`src/rtl/sys_ctrl_pkg.sv`:
```
// sys_ctrl_pkg
//   Shared definitions for the system-control command path: the command
//   front-end FSM state encoding and the frame opcodes, which the UART-side
//   controllers also reuse.
package sys_ctrl_pkg;

    localparam logic [7:0] WR_CMD = 8'hAA;
    localparam logic [7:0] RD_CMD = 8'hBB;

    typedef enum logic [2:0] {
        IDLE,
        WR_ADDR,
        WR_DATA,
        RD_ADDR,
        RD_WAIT,
        TX_SEND
    } state_e;

endpackage

```
`src/rtl/reg_cmd_ctrl.sv`:
```
// reg_cmd_ctrl
//   Decodes UART command frames and drives the register file port.
//     write frame : WR_CMD, address, data  -> one-cycle WrEn
//     read frame  : RD_CMD, address        -> one-cycle RdEn, then read data
//                                             is forwarded to the UART TX
//   Ports:
//     CLK, RST                 clock, async active-low reset
//     RX_P_Data, RX_D_VLD      received byte and its one-cycle valid
//     Address, WrEn, RdEn,
//     WrData                   register-file command port (registered)
//     RdData, RdData_Valid     register-file read return
//     TX_P_Data, TX_D_VLD      byte to transmit and one-cycle request
//     TX_Busy                  transmitter busy
//     Cmd_Err                  one-cycle pulse on bad opcode / dropped byte
module reg_cmd_ctrl #(
    parameter int                  AddWidth = 4,
    parameter int                  BusWidth = 8,
    parameter logic [BusWidth-1:0] WR_CMD   = BusWidth'(sys_ctrl_pkg::WR_CMD),
    parameter logic [BusWidth-1:0] RD_CMD   = BusWidth'(sys_ctrl_pkg::RD_CMD)
) (
    input  logic                CLK,
    input  logic                RST,
    input  logic [BusWidth-1:0] RX_P_Data,
    input  logic                RX_D_VLD,
    output logic [AddWidth-1:0] Address,
    output logic                WrEn,
    output logic                RdEn,
    output logic [BusWidth-1:0] WrData,
    input  logic [BusWidth-1:0] RdData,
    input  logic                RdData_Valid,
    output logic [BusWidth-1:0] TX_P_Data,
    output logic                TX_D_VLD,
    input  logic                TX_Busy,
    output logic                Cmd_Err
);

    import sys_ctrl_pkg::*;

    state_e              state, state_n;
    logic [AddWidth-1:0] addr_n;
    logic [BusWidth-1:0] wdata_n, txdata_n;
    logic                wren_n, rden_n, txvld_n, err_n;

    always_ff @(posedge CLK or negedge RST) begin
        if (!RST) begin
            state     <= IDLE;
            Address   <= '0;
            WrEn      <= 1'b0;
            RdEn      <= 1'b0;
            WrData    <= '0;
            TX_P_Data <= '0;
            TX_D_VLD  <= 1'b0;
            Cmd_Err   <= 1'b0;
        end else begin
            state     <= state_n;
            Address   <= addr_n;
            WrEn      <= wren_n;
            RdEn      <= rden_n;
            WrData    <= wdata_n;
            TX_P_Data <= txdata_n;
            TX_D_VLD  <= txvld_n;
            Cmd_Err   <= err_n;
        end
    end

    always_comb begin
        state_n  = state;
        addr_n   = Address;
        wdata_n  = WrData;
        txdata_n = TX_P_Data;
        wren_n   = 1'b0;
        rden_n   = 1'b0;
        txvld_n  = 1'b0;
        err_n    = 1'b0;
        case (state)
            IDLE: begin
                if (RX_D_VLD) begin
                    if (RX_P_Data == WR_CMD)      state_n = WR_ADDR;
                    else if (RX_P_Data == RD_CMD) state_n = RD_ADDR;
                    else                          err_n   = 1'b1;
                end
            end
            WR_ADDR: begin
                if (RX_D_VLD) begin
                    addr_n  = RX_P_Data[AddWidth-1:0];
                    state_n = WR_DATA;
                end
            end
            WR_DATA: begin
                if (RX_D_VLD) begin
                    wdata_n = RX_P_Data;
                    wren_n  = 1'b1;
                    state_n = IDLE;
                end
            end
            RD_ADDR: begin
                if (RX_D_VLD) begin
                    addr_n  = RX_P_Data[AddWidth-1:0];
                    rden_n  = 1'b1;
                    state_n = RD_WAIT;
                end
            end
            RD_WAIT: begin
                err_n = RX_D_VLD;
                // While RdEn is still high the valid flag can be left over
                // from the previous read, so it is only trusted afterwards.
                if (RdData_Valid && !RdEn) begin
                    txdata_n = RdData;
                    // TX_Busy is already sampled in the capture cycle so an
                    // idle transmitter gets its request one cycle after the
                    // capture; otherwise wait in TX_SEND.
                    if (!TX_Busy) begin
                        txvld_n = 1'b1;
                        state_n = IDLE;
                    end else begin
                        state_n = TX_SEND;
                    end
                end
            end
            TX_SEND: begin
                err_n = RX_D_VLD;
                if (!TX_Busy) begin
                    txvld_n = 1'b1;
                    state_n = IDLE;
                end
            end
            default: state_n = IDLE;
        endcase
    end

endmodule

```
`config.mk`:
```
export PLATFORM = sky130hd
export DESIGN_NAME = reg_cmd_ctrl
export DESIGN_NICKNAME = d
export VERILOG_FILES = /design/src/rtl/sys_ctrl_pkg.sv /design/src/rtl/reg_cmd_ctrl.sv
export SDC_FILE = /design/constraint.sdc
export NUM_CORES = 1
export LEC_CHECK = 0
export CAP_MARGIN = 20
export CORE_AREA = 2 2 58 60
export CTS_CLUSTER_DIAMETER = 100
export DETAILED_ROUTE_END_ITERATION = 7
export DIE_AREA = 0 0 60 62
export PLACE_DENSITY = 0.72
export SLEW_MARGIN = 20
export SYNTH_ARGS = -nofsm -noshare
export SYNTH_HDL_FRONTEND = slang
export SYNTH_SLANG_ARGS = --single-unit
export TNS_END_PERCENT = 20
```
`constraint.sdc`:
```
create_clock -name CLK -period 1.3 [get_ports CLK]
set_input_delay 0.26 -clock CLK [delete_from_list [all_inputs] [get_ports CLK]]
set_output_delay 0.26 -clock CLK [all_outputs]
set_load 0.01 [all_outputs]
```
# Yosys cells after proc, flatten, opt, wreduce, memory -nomap -nowiden
# Cells that the tools add are included.
[word_totals]
regBits = 27
input_bits = 21
out_inout_bits = 24
wordCells = 51
[op_classes]
eq_ne = 14
mux = 20
reduce_logical = 9
[op_table]
columns = ["operator", "count"]
rows = [
  ["$mux 3", 9],
  ["$pmux 3 s6", 1],
  ["$eq 8x8->1 const B", 2],
  ["$ne 2x2->1 const B", 6],
  ["$mux 1", 8],
  ["$reduce_and 7->1", 1],
  ["$eq 3x2->1 const B", 2],
  ["$eq 3x3->1 const B", 2],
  ["$reduce_and 2->1", 3],
  ["$pmux 1 s2", 2],
  ["$reduce_or 2->1", 2],
  ["$eq 3x1->1 const B", 1],
  ["$logic_not 3->1", 1],
  ["$ne 3x3->1 const B", 1],
  ["$logic_and 1x1->1", 1],
  ["$logic_not 1->1", 1],
]

# Longest topological paths before layout
[depth]
word_depth = 5
depth_mapped = 5
ltp_nobuf = 3

# Worst setup path after synthesis
# Ideal clock, no wire load.
[synth_timing]
path_type = "register -> register"
from = "register state[1]"
to = "register TX_P_Data[0]"
setup_ps = 125
arrival_time_ps = 1257
required_time_ps = 1175
setup_slack_ps = -82
path_stages_with_launch = 4
n_path_buf = 0
synth_period_minus_slack_ps = 1382
path_cell_list = "dfrtp_1 -> nand2b_4 -> nor3_4 -> mux2_2"
[synth_via]
elab_chain_len = 2
[synth_lines]
columns = ["item", "line", "text"]
rows = [
  ["from (decl)", "reg_cmd_ctrl.sv:39", "state_e state, state_n;"],
  ["from (signal assigned)", "reg_cmd_ctrl.sv:55", "state <= state_n;"],
  ["$eq 3x3->1", "reg_cmd_ctrl.sv:75", "case (state)"],
  ["$reduce_and 2->1 (no line)", "-", ""],
  ["to (signal assigned)", "reg_cmd_ctrl.sv:60", "TX_P_Data <= txdata_n;"],
  ["to (decl)", "reg_cmd_ctrl.sv:31", "output logic [BusWidth-1:0] TX_P_Data,"],
]
# No other way between the ends.
# A chain may end at the register's enable or synchronous reset.

# Worst setup path in the final report
[layout_timing]
from = "register RdEn"
to = "register TX_P_Data[0]"
[layout_via]
elab_chain_len = 3
[layout_lines]
columns = ["item", "line", "text"]
rows = [
  ["from (decl)", "reg_cmd_ctrl.sv:27", "output logic RdEn,"],
  ["from (signal assigned)", "reg_cmd_ctrl.sv:58", "RdEn <= rden_n;"],
  ["$logic_not 1->1", "reg_cmd_ctrl.sv:107", "if (RdData_Valid && !RdEn) begin"],
  ["$logic_and 1x1->1", "reg_cmd_ctrl.sv:107", ""],
  ["$reduce_and 2->1 (no line)", "-", ""],
]
# No other way between the ends.

==> flow_metrics.py <==
metrics = {
    "timing": {
        "setup_ws_ns": -0.00984,
        "max_freq_mhz": 763,
        "setup_viol": 8,
        "worstMarginPinSlew_ns": 0.360,
        "period_needed_ns": 1.31,
        "relSlewSlack_pct": 76.0,
        "final_hold_viol_count": 0,
        "skew_ns": 0.00371,
        "rsz0062_at_grt": "true",
        "finalMaxSlewViolations": 0,
        "fin_crit_sh_pct": 101,
    },
    "final_layout": {
        "mostFrequentLayoutCell": "dfrtp_1",
        "regArea_sq_um": 678,
        "layout_common_cells": "25 x dfrtp_1, 20 x clkdlybuf4s50_1, 19 x clkdlybuf4s15_1",
        "layout-drive-gt1-share_pct": 39.9,
        "antennaDiodeCount": 0,
        "syn_to_final_growth_pct": 65.4,
        "fin_nets": 160,
        "multi_input_area_sq_um": 524,
        "fillers": 273,
    },
    "status": {
        "status": "complete, but fails checks",
        "violations": "setup timing",
    },
    "critical_path": {
        "worst-r2r-cell-count": 4,
        "startpoint": "RdEn",
        "worstPathMaxFanout": 8,
        "timing.critical_path.to_type": "flop",
        "crit_path_cell_trace": "nand2b_4 -> nor3_4 -> buf_12 -> mux2_4",
        "crit_arrival_ns": 1.54,
        "r2r_end": "TX_P_Data[0]",
        "max_stage_delay_ns": 0.41,
        "worst_ep_required_time_ns": 1.53,
        "rrSetupSlack_ns": -0.01,
        "cpMaxStageDelayCell": "dfrtp_1",
        "worstSetupPathType": "reg2reg",
        "setup.worst_path.start_class": "flop",
        "reg2reg_from": "RdEn",
    },
    "routing": {
        "wl_per_cell_microns": 15.6,
        "route.vias.total": 870,
        "firstDrtPassIters": 4,
        "drc": 0,
        "drt_iter0_markers": 23,
        "routed_via_density": 4.73,
        "ant_nets": 0,
        "wl_microns": 2880,
    },
    "floorplan": {
        "dieArea_sq_um": 3720,
        "initial_core_util_pct": 35.6,
        "die_y_microns": 62,
        "ios": 45,
        "core_sq_um": 3180,
        "fp-row-count": 21,
        "die_width_microns": 60,
    },
    "global_route": {
        "grt_max_degree": 28,
        "overflow": 0,
        "grt.total_usage_pct": 15.1,
        "grt_pass1_vias": 867,
        "grt_pass1_wl_microns": 4130,
        "antenna_found_initial": 0,
    },
    "clocking": {
        "tritoncts": "done",
        "clock_latency_ns": 0.33,
        "cts.path.max_buffers": 2,
        "clock_sinks": 27,
        "clk_pin_slew_ns": 0.15,
        "htree_levels": 1,
        "cts-root-buf": "clkbuf_4",
        "cts_hold_buf": 0,
        "cts_buffers": 3,
    },
    "synth": {
        "synth.distinct_cells": 27,
        "synthCells": 78,
        "syn_area_sq_um": 1130,
        "synth-seq-cells": 27,
        "avgSynthCellArea_sq_um": 14.5,
        "ys_seq_area_share_pct": 59.7,
        "ys_warn_count": 0,
        "syn_nets": 99,
    },
    "power": {
        "powerDensity_nw_per_um2": 1100,
        "power.ir.vdd_worst_mv": 0.625,
        "p_leak_nw": 0.840,
        "p_total_mw": 2.06,
    },
    "placed_design": {
        "gp_congestion": 0.686,
        "numPortBuffers": 44,
        "dpl_worst_slack_ns": -0.376,
        "dp_hpwl_microns": 2030,
    },
    "hold_path": {
        "hp-class": "in2async",
    },
    "flow_run": {
        "cap_violations": 0,
    },
}
==> cells in the mapped netlist, drive strengths merged <==
| library cell | instances | share of area [%] |
|---|---|---|
| o311ai | 1 | 0.77 |
| nor4 | 3 | 1.7 |
| nand3 | 1 | 0.44 |
| nor2 | 1 | 0.33 |
| and2b | 1 | 0.66 |
| a31o | 1 | 0.77 |
| buf | 2 | 1.4 |
| a2111oi | 1 | 0.77 |
| xnor2 | 2 | 1.5 |
| nor3 | 1 | 1.4 |
| nand2b | 2 | 1.8 |
| a21oi | 1 | 0.44 |
| a31oi | 1 | 0.55 |
| dfrtp | 27 | 60 |
| and4b | 1 | 0.88 |
| and4 | 1 | 0.77 |
| mux2 | 20 | 20 |
| nor4b | 1 | 0.77 |
| nor2b | 2 | 1.1 |
| o22ai | 1 | 0.55 |
| nand4 | 1 | 0.55 |
| o211a | 1 | 0.88 |
| a211o | 1 | 0.88 |
| inv | 4 | 1.3 |
==> worst max-delay path, delay by kind of cell (launching register included) <==
kind,cells,cell delay (ns)
buffers and inverters,1,0.16
muxes,1,0.30
and+or+nand+nor,2,0.35
DFF,1,0.41
==> flip-flops by register name, indices dropped and copies added, names as in the netlist <==
signal and cells:
TX_D_VLD 1, TX_P_Data 8, WrEn 1, Address 4, state 3, Cmd_Err 1
WrData 8, RdEn 1
==> area by class of cell <==
cell class / count / area share, %
Clock buffer: 3 / 1.20
Clock inverter: 1 / 0.268
Inverter: 4 / 0.803
Multi-Input combinational cell: 45 / 28.0
Sequential cell: 27 / 36.3
Tap cell: 46 / 3.08
Timing Repair Buffer: 58 / 30.4
==> per-layer routing <==
metal,vias up,share of wire (%),track usage (%)
met3,6,3.9,1.86
met2,27,53,24.7
met1,433,42,20.3
met4,0,1.8,6.67
li1,404,-,-
met5,-,0,0
==> kinds of logic (layout without fill, tap and decap cells) <==
logic type / Yosys count / count (layout) / synth area share, %
DFF: 27 / 27 / 59.7
muxes: 20 / 20 / 19.9
and+or+nand+nor: 15 / 15 / 10.4
AOI/OAI and AO/OA: 8 / 8 / 5.64
buffers and inverters: 6 / 66 / 2.76
xor gates and xnor gates: 2 / 2 / 1.55
==> per-stage QoR <==
stage	hold WS [ns]	TNS, ns	util, %	instances	cell area, sq um
finish	0.261	-0.0449	58.8	184	1870
global route	0.251	-0.663	58.8	184	1870
CTS	0.261	-0.286	56.0	182	1780
detailed placement	0.494	-7.07	54.3	178	1730
global placement	0.471	-6.56	54.3	178	1730
floorplan	-0.0356	-1.25	-	78	1130
==> how the worst max path moves through the flow <==
| stage | to | depth (start not counted) | slack, ns |
|---|---|---|---|
| 2_1_floorplan | TX_P_Data[0] | 3 | -0.08 |
| 3_3_place_gp | WrData[0] | 4 | -0.32 |
| 3_5_place_dp | state[1] | 4 | -0.38 |
| 4_1_cts | WrData[6] | 4 | -0.04 |
| 5_1_grt | state[0] | 4 | -0.10 |
| 6_report | TX_P_Data[0] | 4 | -0.01 |
==> power by group <==
part	switching [mW]	total (mW)	internal [mW]
clock network	0.252	0.368	0.116
registers	0.0802	1.06	0.981
logic	0.229	0.629	0.399
total	0.562	2.06	1.50
==> repair_timing <==
item                                    CTS  global route
buffers inserted                          0             2
pin swaps                                 0             4
endpoints found under the hold margin     0             0
gates resized for setup                  41            38
endpoints found under the setup margin   46            35
No activity file was read; power rests on OpenSTA's default activity.
